$ cat src/rtl/draw_rect_multi_if.sv
// VGA pixel stream bundle: timing counters, sync/blank flags and colour.
// The producer drives through master; the consumer samples through slave.
interface vga_if;
  logic [10:0] hcount;
  logic [10:0] vcount;
  logic        hsync;
  logic        vsync;
  logic        hblnk;
  logic        vblnk;
  logic [11:0] rgb;

  modport master (
    output hcount, vcount, hsync, vsync,
    output hblnk, vblnk, rgb
  );

  modport slave (
    input hcount, vcount, hsync, vsync,
    input hblnk, vblnk, rgb
  );
endinterface

$ cat src/rtl/draw_rect_multi.sv
// Overlays NUM_RECT solid rectangles on a VGA stream; a key press cycles
// which rectangle bounces horizontally, one step per frame.
module draw_rect_multi #(
  parameter int NUM_RECT = 4,
  parameter int RECT_W   = 48,
  parameter int RECT_H   = 64,
  parameter int STEP     = 4,
  parameter int H_ACTIVE = 800,
  parameter int V_ACTIVE = 600,
  parameter logic [NUM_RECT*12-1:0] RECT_COLORS =
    {12'hFF0, 12'h00F, 12'h0F0, 12'hF00}
) (
  input  logic  clk,
  input  logic  rst,
  input  logic  key_pressed,
  vga_if.slave  rect_in,
  vga_if.master rect_out
);

  localparam int SW = (NUM_RECT > 1) ? $clog2(NUM_RECT) : 1;
  localparam logic [SW-1:0] LAST = SW'(NUM_RECT - 1);
  localparam logic [11:0] Y0    = 12'd64;
  localparam logic [11:0] X_MAX = 12'(H_ACTIVE - RECT_W);
  localparam logic [11:0] STP   = 12'(STEP);
  localparam logic [11:0] W12   = 12'(RECT_W);
  localparam logic [11:0] H12   = 12'(RECT_H);

  typedef enum logic {IDLE, RUN} state_t;

  state_t        state_q, state_d;
  logic [SW-1:0] sel_q, sel_d;
  logic [11:0]   x_q [NUM_RECT];
  logic [11:0]   x_d [NUM_RECT];
  logic [NUM_RECT-1:0] dir_q, dir_d;

  logic key_s1_q, key_s2_q, key_prev_q;
  logic vblnk_prev_q;
  logic key_evt, frame_tick;

  logic [10:0] hcount_q, vcount_q;
  logic        hsync_q, vsync_q;
  logic        hblnk_q, vblnk_q;
  logic [11:0] rgb_q, rgb_d;

  logic [11:0] hc, vc;
  logic [NUM_RECT-1:0] hit, edg;
  logic active;

  assign key_evt    = key_s2_q & ~key_prev_q;
  assign frame_tick = rect_in.vblnk & ~vblnk_prev_q;

  // dir bit: 0 = moving right, 1 = moving left
  always_comb begin
    state_d = state_q;
    sel_d   = sel_q;
    x_d     = x_q;
    dir_d   = dir_q;
    if (key_evt) begin
      unique case (1'b1)
        state_q == IDLE: begin
          state_d = RUN;
          sel_d   = '0;
        end
        sel_q == LAST: begin
          state_d = IDLE;
          sel_d   = '0;
        end
        default: sel_d = sel_q + 1'b1;
      endcase
    end
    if (state_q == RUN && frame_tick) begin
      for (int i = 0; i < NUM_RECT; i++) begin
        if (sel_q == SW'(i)) begin
          if (!dir_q[i]) begin
            if (x_q[i] + STP > X_MAX) begin
              x_d[i]   = X_MAX;
              dir_d[i] = 1'b1;
            end else begin
              x_d[i] = x_q[i] + STP;
            end
          end else begin
            if (x_q[i] < STP) begin
              x_d[i]   = '0;
              dir_d[i] = 1'b0;
            end else begin
              x_d[i] = x_q[i] - STP;
            end
          end
        end
      end
    end
  end

  assign hc = {1'b0, rect_in.hcount};
  assign vc = {1'b0, rect_in.vcount};
  assign active = !(rect_in.hblnk | rect_in.vblnk)
                  && hc < 12'(H_ACTIVE)
                  && vc < 12'(V_ACTIVE);

  always_comb begin
    for (int i = 0; i < NUM_RECT; i++) begin
      hit[i] = (hc >= x_q[i]) && (hc < x_q[i] + W12)
            && (vc >= Y0) && (vc < Y0 + H12);
      edg[i] = (hc == x_q[i]) || (hc == x_q[i] + W12 - 12'd1)
            || (vc == Y0) || (vc == Y0 + H12 - 12'd1);
    end
  end

  // descending scan so the lowest index ends up on top
  always_comb begin
    rgb_d = rect_in.rgb;
    if (active) begin
      for (int i = NUM_RECT - 1; i >= 0; i--) begin
        if (hit[i]) rgb_d = RECT_COLORS[i*12 +: 12];
      end
      if (state_q == RUN && hit[sel_q] && edg[sel_q])
        rgb_d = 12'hFFF;
    end
  end

  // vblnk_prev resets high so a blank already active at release is no tick
  always_ff @(posedge clk) begin
    if (rst) begin
      state_q      <= IDLE;
      sel_q        <= '0;
      dir_q        <= '0;
      key_s1_q     <= 1'b0;
      key_s2_q     <= 1'b0;
      key_prev_q   <= 1'b0;
      vblnk_prev_q <= 1'b1;
      for (int i = 0; i < NUM_RECT; i++)
        x_q[i] <= 12'(16 + i * (RECT_W + 16));
      hcount_q <= '0;
      vcount_q <= '0;
      hsync_q  <= 1'b0;
      vsync_q  <= 1'b0;
      hblnk_q  <= 1'b0;
      vblnk_q  <= 1'b0;
      rgb_q    <= '0;
    end else begin
      state_q      <= state_d;
      sel_q        <= sel_d;
      dir_q        <= dir_d;
      x_q          <= x_d;
      key_s1_q     <= key_pressed;
      key_s2_q     <= key_s1_q;
      key_prev_q   <= key_s2_q;
      vblnk_prev_q <= rect_in.vblnk;
      hcount_q <= rect_in.hcount;
      vcount_q <= rect_in.vcount;
      hsync_q  <= rect_in.hsync;
      vsync_q  <= rect_in.vsync;
      hblnk_q  <= rect_in.hblnk;
      vblnk_q  <= rect_in.vblnk;
      rgb_q    <= rgb_d;
    end
  end

  assign rect_out.hcount = hcount_q;
  assign rect_out.vcount = vcount_q;
  assign rect_out.hsync  = hsync_q;
  assign rect_out.vsync  = vsync_q;
  assign rect_out.hblnk  = hblnk_q;
  assign rect_out.vblnk  = vblnk_q;
  assign rect_out.rgb    = rgb_q;

endmodule

$ cat src/flat_wrapper.sv
// flat-port wrapper written by rule: the top's interface ports become plain ports
module draw_rect_multi_flat 
#(
  parameter int NUM_RECT = 4,
  parameter int RECT_W   = 48,
  parameter int RECT_H   = 64,
  parameter int STEP     = 4,
  parameter int H_ACTIVE = 800,
  parameter int V_ACTIVE = 600,
  parameter logic [NUM_RECT*12-1:0] RECT_COLORS =
    {12'hFF0, 12'h00F, 12'h0F0, 12'hF00}
)
  (clk, rst, key_pressed, rect_in_hcount, rect_in_vcount, rect_in_hsync, rect_in_vsync, rect_in_hblnk, rect_in_vblnk, rect_in_rgb, rect_out_hcount, rect_out_vcount, rect_out_hsync, rect_out_vsync, rect_out_hblnk, rect_out_vblnk, rect_out_rgb);
  vga_if rect_in_i ();
  vga_if rect_out_i ();
  input  logic clk;
  input  logic rst;
  input  logic key_pressed;
  input wire logic [$bits(rect_in_i.hcount)-1:0] rect_in_hcount;
  input wire logic [$bits(rect_in_i.vcount)-1:0] rect_in_vcount;
  input wire logic [$bits(rect_in_i.hsync)-1:0] rect_in_hsync;
  input wire logic [$bits(rect_in_i.vsync)-1:0] rect_in_vsync;
  input wire logic [$bits(rect_in_i.hblnk)-1:0] rect_in_hblnk;
  input wire logic [$bits(rect_in_i.vblnk)-1:0] rect_in_vblnk;
  input wire logic [$bits(rect_in_i.rgb)-1:0] rect_in_rgb;
  output wire logic [$bits(rect_out_i.hcount)-1:0] rect_out_hcount;
  output wire logic [$bits(rect_out_i.vcount)-1:0] rect_out_vcount;
  output wire logic [$bits(rect_out_i.hsync)-1:0] rect_out_hsync;
  output wire logic [$bits(rect_out_i.vsync)-1:0] rect_out_vsync;
  output wire logic [$bits(rect_out_i.hblnk)-1:0] rect_out_hblnk;
  output wire logic [$bits(rect_out_i.vblnk)-1:0] rect_out_vblnk;
  output wire logic [$bits(rect_out_i.rgb)-1:0] rect_out_rgb;
  assign rect_in_i.hcount = rect_in_hcount;
  assign rect_in_i.vcount = rect_in_vcount;
  assign rect_in_i.hsync = rect_in_hsync;
  assign rect_in_i.vsync = rect_in_vsync;
  assign rect_in_i.hblnk = rect_in_hblnk;
  assign rect_in_i.vblnk = rect_in_vblnk;
  assign rect_in_i.rgb = rect_in_rgb;
  assign rect_out_hcount = rect_out_i.hcount;
  assign rect_out_vcount = rect_out_i.vcount;
  assign rect_out_hsync = rect_out_i.hsync;
  assign rect_out_vsync = rect_out_i.vsync;
  assign rect_out_hblnk = rect_out_i.hblnk;
  assign rect_out_vblnk = rect_out_i.vblnk;
  assign rect_out_rgb = rect_out_i.rgb;
  draw_rect_multi #(.NUM_RECT(NUM_RECT), .RECT_W(RECT_W), .RECT_H(RECT_H), .STEP(STEP), .H_ACTIVE(H_ACTIVE), .V_ACTIVE(V_ACTIVE), .RECT_COLORS(RECT_COLORS)) u_core (.clk(clk), .rst(rst), .key_pressed(key_pressed), .rect_in(rect_in_i), .rect_out(rect_out_i));
endmodule
$ cat config.mk
export PLATFORM = sky130hd
export DESIGN_NAME = draw_rect_multi_flat
export DESIGN_NICKNAME = d
export VERILOG_FILES = /design/src/rtl/draw_rect_multi_if.sv /design/src/rtl/draw_rect_multi.sv /design/src/flat_wrapper.sv
export SDC_FILE = /design/constraint.sdc
export NUM_CORES = 1
export LEC_CHECK = 0
export BUFFER_PORTS_ARGS = -buffer_cell sky130_fd_sc_hd__buf_2
export CORE_MARGIN = 5
export CORE_UTILIZATION = 39
export CTS_BUF_LIST = sky130_fd_sc_hd__clkbuf_16
export CTS_CLUSTER_SIZE = 30
export DETAILED_ROUTE_END_ITERATION = 12
export SYNTH_ARGS = -nofsm -noshare
export SYNTH_HDL_FRONTEND = slang
export SYNTH_SLANG_ARGS = --single-unit
$ cat constraint.sdc
create_clock -name clk -period 3.95 [get_ports clk]
set_clock_uncertainty 0.05 [all_clocks]
set_input_delay 0.79 -clock clk [delete_from_list [all_inputs] [get_ports clk]]
set_output_delay 0.79 -clock clk [all_outputs]
set_load 0.03 [all_outputs]
==> After elaboration in Yosys (flattened, before gate mapping) <==
Cells that the tools add are included.
{ "totals": {"register_bits": 97, "latchBits": 0, "ramBits": 0, "rom_bits": 0, "in_bits": 41, "output_inout_bits": 38, "word_cells": 152, "n_memories": 0} }
{ "op_classes": {"n_addsub": 17, "multipliers": 0, "n_div": 0, "magnitude_cmp": 21, "n_eq_ne": 13, "shift": 0, "muxes": 36, "bitwise_logic": 6, "reduce_logical": 38} }
{ "op_table": {"columns": ["cell", "count"], "rows": [
  ["2-to-1 mux 12 bit", 18],
  ["== test 11 x 12 -> 1 bit", 8],
  ["adder 12 x 3 -> 12 bit (second input constant)", 4],
  ["adder 12 x 6 -> 12 bit (second input constant)", 4],
  [">= comparator 11 x 12 -> 1 bit", 4],
  ["greater-than comparator 12 x 10 -> 1 bit (second input constant)", 4],
  ["less-than comparator 11 x 12 -> 1 bit", 4],
  ["less-than comparator 12 x 3 -> 1 bit (second input constant)", 4],
  ["subtractor 12 x 1 -> 12 bit (second input constant)", 4],
  ["subtractor 12 x 3 -> 12 bit (second input constant)", 4],
  ["== test 11 x 7 -> 1 bit (second input constant)", 2],
  ["less-than comparator 11 x 10 -> 1 bit (second input constant)", 2],
  ["logical AND 1 bit", 17],
  ["2-to-1 mux 1 bit", 14],
  ["logical OR 1 bit", 12],
  [">= comparator 11 x 7 -> 1 bit (second input constant)", 1],
  ["less-than comparator 11 x 8 -> 1 bit (second input constant)", 1],
  ["AND reduction 2 bit", 5],
  ["binary-select mux 1 bit (select 2 bit)", 2],
  ["== test 2 bit (second input constant)", 2],
  ["less-than comparator 2 x 3 -> 1 bit (second input constant)", 1],
  ["NOT 1 bit", 3],
  ["adder 2 x 1 -> 2 bit (second input constant)", 1],
  ["AND 1 bit", 2],
  ["other kinds (8)", 8]
]} }

==> Logic depth before layout (Yosys ltp) <==
{ "logic_depth": {"ltp_word": 11, "depth_mapped": 16, "depth_no_buf": 14} }

==> Worst setup path before layout <==
No wires, ideal clock.
{ "synth_timing": {"kind": "reg2reg", "from": "reg u_core.x_q[40] in the netlist's numbering", "to": "reg u_core.rgb_q[0], in the netlist u_core.rect_out.rgb[0]", "setup_ns": 0.074, "arrival_time_ns": 3.529, "required_time_ns": 3.826, "slack_ns": 0.297, "stages_incl_launch_ff": 17, "n_path_buf": 2, "period_less_slack_ns": 3.653, "cell_sequence": "dfxtp_1 > buf_2 > clkbuf_1 > inv_1 > ha_1 > nand3b_1 > xnor2_1 > ha_1 > nand3_1 > a2111oi_0 > nand4bb_1 > o2111ai_1 > nand2_4 > o41ai_4 > o2111ai_4 > a311o_1 > o21ai_0"} }
{ "synth_via": {"elab_chain_len": 11, "elab_cells_between_ends": 21, "cone_classes": "2 x add/sub; 2 x order compare; 2 x eq/ne; 7 x mux; 8 x reduce/logical"} }
{ "synth_lines": {"columns": ["item", "line_no", "source"], "rows": [
  ["from (decl)", "draw_rect_multi.sv:32", "logic [11:0] x_q [NUM_RECT];"],
  ["from (signal, indexed assignment)", "draw_rect_multi.sv:132", "x_q[i] <= 12'(16 + i * (RECT_W + 16));"],
  ["adder 12 x 6 -> 12 bit", "draw_rect_multi.sv:102, draw_rect_multi.sv:104", null],
  ["subtractor 12 x 1 -> 12 bit / less-than comparator 11 x 12 -> 1 bit (equally long branches)", "draw_rect_multi.sv:104, draw_rect_multi.sv:102", null],
  ["== test 11 x 12 -> 1 bit / logical AND 1 bit (equally long branches)", "draw_rect_multi.sv:104, draw_rect_multi.sv:102", null],
  ["logical OR 1 bit / logical AND 1 bit (equally long branches)", "draw_rect_multi.sv:104, draw_rect_multi.sv:103", null],
  ["logical OR 1 bit / logical AND 1 bit (equally long branches)", "draw_rect_multi.sv:105, draw_rect_multi.sv:103", null],
  ["logical OR 1 bit / binary-select mux 1 bit (select 2 bit) (equally long branches)", "draw_rect_multi.sv:105, draw_rect_multi.sv:116", null],
  ["binary-select mux 1 bit (select 2 bit) / 2-to-1 mux 1 bit (equally long branches)", "draw_rect_multi.sv:116", "if (state_q == RUN && hit[sel_q] && edg[sel_q])"],
  ["2-to-1 mux 1 bit (not written as such) / logical AND 1 bit (equally long branches)", "draw_rect_multi.sv:116", null],
  ["logical AND 1 bit", "draw_rect_multi.sv:116", null],
  ["2-to-1 mux 12 bit *", "draw_rect_multi.sv:116", null],
  ["2-to-1 mux 12 bit *", "draw_rect_multi.sv:112", "if (active) begin"],
  ["to (signal assigned)", "draw_rect_multi.sv:155", "rgb_q <= rgb_d;"],
  ["to (decl)", "draw_rect_multi.sv:43", "logic [11:0] rgb_q, rgb_d;"]
]} }
Mark *: on every way between the ends. The rest lies on a longest branch, timed or not. The select of a mux whose other input is x is not followed.
A chain may end at the register's enable or synchronous reset.

==> Worst setup path in the final report <==
{ "layout_timing": {"from": "reg u_core.x_q[5] in the netlist's numbering", "to": "reg u_core.rgb_q[2], in the netlist u_core.rect_out.rgb[2]"} }
{ "layout_via": {"elab_chain_len": 11, "elab_cells_between_ends": 24, "cone_classes": "2 x add/sub; 2 x order compare; 2 x eq/ne; 10 x mux; 8 x reduce/logical"} }
{ "layout_lines": {"columns": ["item", "line_no", "source"], "rows": [
  ["adder 12 x 6 -> 12 bit", "draw_rect_multi.sv:102, draw_rect_multi.sv:104", null],
  ["subtractor 12 x 1 -> 12 bit / less-than comparator 11 x 12 -> 1 bit (equally long branches)", "draw_rect_multi.sv:104, draw_rect_multi.sv:102", null],
  ["== test 11 x 12 -> 1 bit / logical AND 1 bit (equally long branches)", "draw_rect_multi.sv:104, draw_rect_multi.sv:102", null],
  ["logical OR 1 bit / logical AND 1 bit (equally long branches)", "draw_rect_multi.sv:104, draw_rect_multi.sv:103", null],
  ["logical OR 1 bit / logical AND 1 bit (equally long branches)", "draw_rect_multi.sv:105, draw_rect_multi.sv:103", null],
  ["logical OR 1 bit, or another cell as far along", "draw_rect_multi.sv:105", "|| (vc == Y0) || (vc == Y0 + H12 - 12'd1);"],
  ["binary-select mux 1 bit (select 2 bit), or another cell as far along", "draw_rect_multi.sv:116", null],
  ["2-to-1 mux 1 bit (not written as such), or another cell as far along", "draw_rect_multi.sv:116", null],
  ["logical AND 1 bit / 2-to-1 mux 12 bit (equally long branches)", "draw_rect_multi.sv:116, draw_rect_multi.sv:114", null],
  ["2-to-1 mux 12 bit *", "draw_rect_multi.sv:116", null],
  ["2-to-1 mux 12 bit *", "draw_rect_multi.sv:112", null]
]} }
Marks and branches as above.

==> flow_summary_export.csv <==
group,metric,value,unit
outcome,status,"completed",
sta,hold_viol,0,
die,die_area,25000,µm²
power_and_ir_drop,ir_worst_vdd,0.000174,V
cts,cts.sinks,89,
die,die_x,158,µm
final_layout,area_growth,10.6,%
die,initial_core_util,39.4,%
worst_setup_path,worstPathRequired,4.18,ns
placement,portBuffers,78,
logic_synthesis,ys_seq_area_share,20.8,%
cts,clock_latency,0.36,ns
hold_path,hold_path.class,"reg2reg",
sta,max_freq,279,MHz
logic_synthesis,ys_types,83,
sta,worstMarginPinSlew,0.911,ns
logic_synthesis,synth_cells,1086,
logic_synthesis,netlist.area_leader.share,20.8,%
logic_synthesis,syn_area,8560,µm²
routing,vias,8100,
power_and_ir_drop,p_total,2.10,mW
sta,setup-violations-final,0,
routing,ant_nets,0,
cts,tritoncts,"yes",
final_layout,nFillCells,2199,
placement,dp_hpwl,18500,µm
worst_setup_path,critPathKind,"reg2reg",
logic_synthesis,synthFlopType,"dfxtp_1",
die,die_h,158,µm
grt,grt_max_degree,54,
grt,first_global_vias,7768,
cts,cts_made_buffers,9,
worst_setup_path,crit_arrival,3.82,ns
final_layout,final_nets,1265,
die,rows,54,
routing,vias_per_cell,5.72,
final_layout,multi_input_area,6280,µm²
sta,period_share,90.9,%
logic_synthesis,yosysWarnings,0,
final_layout,diodes,0,
cts,hold_buffers,0,
grt,gr-total-overflow,0,
cts,cts_max_level,3,
routing,drtIter0Drc,518,
die,io_pins,79,
logic_synthesis,avgSynthCellArea,7.89,µm²
power_and_ir_drop,power_density,222,nW/µm²
routing,routed_wirelength,24300,µm
logic_synthesis,synthArstFlopShare,0,%
routing,detailedRoute.firstPassIterationCount,5,
logic_synthesis,synth-seq-cells,89,
worst_setup_path,end_kind,"flop",
cts,cts_buffer_depth,2,
grt,grt_usage,19.4,%
worst_setup_path,critPathMaxFanout,10,
die,coreArea,21800,µm²
placement,gp_congestion,0.888,
sta,slew_headroom,38.7,%
final_layout,register_area,1780,µm²
cts,postCtsSetupRepairBufs,0,
routing,drc,0,
routing,wl_per_cell,17.2,µm
sta,fin_crit,3.59,ns
grt,grt_pass1_wl,39700,µm
power_and_ir_drop,cellLeakagePower,3.75,nW
final_layout,drive_gt1_share,12.5,%
worst_setup_path,start_kind,"flop",
sta,rsz0062_at_grt,"no",
sta,fin_tns_setup,0,ns
logic_synthesis,yosys.area.top_type,"dfxtp_1",
cts,path_clk_slew,0.08,ns
grt,antenna_found_initial,0,
sta,maxSlewViolCount,0,
cts,cts_root_buffer,"clkbuf_16",
cts,postCtsResizedCells,0,
run,drv_cap,0,
logic_synthesis,syn_nets,1219,
logic_synthesis,ys_top_cells_by_area,"dfxtp_1, ha_1, xnor2_1, a21oi_1, nor2_1",
logic_synthesis,synth-edff-count,0,
[through the flow]
stage                     setup slack (ns)  std cells  util, %  instance area (µm²)  hold slack [ns]
after CTS                            0.270       1417     43.5                 9460            0.413
after global placement               0.401       1401     42.2                 9180            0.384
after detailed placement             0.304       1401     42.2                 9180            0.398
after global routing                0.0442       1417     43.5                 9470            0.430
after floorplan                      0.297       1086        -                 8560            0.364
final                                0.360       1417     43.5                 9470            0.409
[cells by family (layout without fill, tap and decap cells)]
logic type,Yosys count,count (layout),synth area share [%]
fa+ha+maj,92,92,13.4
xor+xnor,122,122,12.9
buf+inv,125,176,6.00
compound gates,300,300,24.6
simple gates,353,353,21.5
flops,89,89,20.8
mux,5,5,0.730
[path summary, 6_finish.rpt]
check	start	endpoint	slack (ns)	cells past startpoint
worst max register to register	u_core.x_q[5]$_SDFFE_PP0P_	u_core.rect_out.rgb[2]$_SDFF_PP0_	0.36	13
worst min register to register	u_core.key_s1_q$_SDFF_PP0_	u_core.key_s2_q$_SDFF_PP0_	0.41	1
worst max-delay path	u_core.x_q[5]$_SDFFE_PP0P_	u_core.rect_out.rgb[2]$_SDFF_PP0_	0.36	13
worst min-delay path	u_core.key_s1_q$_SDFF_PP0_	u_core.key_s2_q$_SDFF_PP0_	0.41	1
[cells in the mapped netlist (all sizes together), types with 7 or more instances]
cell / instances
and2: 10
nand3: 35
and3: 9
a221oi: 14
nor3: 27
a31oi: 14
nor2b: 29
nand2: 64
o21ai: 65
a311oi: 8
inv: 61
or2: 11
nand4: 23
buf: 22
dfxtp: 89
nand2b: 10
nor3b: 7
a211o: 12
xor2: 24
o2111ai: 9
nor2: 89
a211oi: 20
ha: 92
o211ai: 10
a41oi: 9
o21a: 7
xnor2: 96
a21oi: 70
nor4: 13
clkbuf: 38
[where the power goes]
part           internal, mW  switching (mW)  leakage [nW]
Sequential            0.920         0.00826         0.729
Clock                 0.439           0.418         0.135
Combinational         0.118           0.197          2.89
Total                  1.48           0.623          3.75
[cells in the final DEF, fill, tap and decap left out, types with 5 or more instances in the layout]
cell type and count:
dfxtp_1 88, nand4_1 22, nor3_1 27, nand2b_1 10
a311oi_1 8, nor2b_1 29, and3_1 9, o21a_1 6
a41oi_1 9, a211oi_1 20, or3_1 5, inv_1 61
buf_2 78, clkbuf_16 9, a21oi_1 69, a31oi_1 13
a21o_1 6, o21bai_1 5, o211a_1 6, xnor2_1 95
nor2_1 88, o31ai_1 5, o2111ai_1 6, nand2_1 63
and2_1 10, xor2_1 23, or2_2 9, nand3_1 35
o21ai_0 63, o211ai_1 9, nor4_1 13, o22ai_1 5
a211o_1 12, buf_4 16, nor3b_1 5, ha_1 92
a221oi_1 13, a22oi_1 5
[registers in the layout (all words and copies together), names as in the netlist]
signal and cells:
u_core.x_q 40, u_core.rect_out.rgb 12, u_core.rect_out.hcount 11, u_core.rect_out.vcount 11, u_core.dir_q 4, u_core.sel_q 2, u_core.key_prev_q 1, u_core.key_s1_q 1
u_core.key_s2_q 1, u_core.rect_out.hblnk 1, u_core.rect_out.hsync 1, u_core.rect_out.vblnk 1, u_core.rect_out.vsync 1, u_core.state_q 1, u_core.vblnk_prev_q 1
[cell type report]
class | instances | area share (%)
Clock inverter | 7 | 0.647
Multi-Input combinational cell | 872 | 66.3
Tap cell | 280 | 3.70
Clock buffer | 9 | 2.38
Inverter | 65 | 2.58
Timing Repair Buffer | 95 | 5.60
Sequential cell | 89 | 18.8
[critical path, stage by stage, from the launching register on]
cell,delay [ns]
dfxtp_1,0.50
inv_1,0.16
ha_1,0.31
nand3b_1,0.24
xnor2_2,0.21
ha_1,0.27
a211oi_1,0.22
o21ai_0,0.11
a211oi_1,0.25
o211ai_2,0.27
nor2_1,0.25
o2111ai_4,0.22
a311o_1,0.38
o21ai_0,0.08
[metal layers]
metal / vias to the layer above / GRT usage, % / share of wire [%]
li1: 4046 / - / -
met3: 42 / 2.62 / 3.0
met1: 3842 / 25.8 / 46
met2: 170 / 32.2 / 48
met5: - / 0 / 0
met4: 0 / 7.11 / 2.8
(Power assumes the default switching activity.)
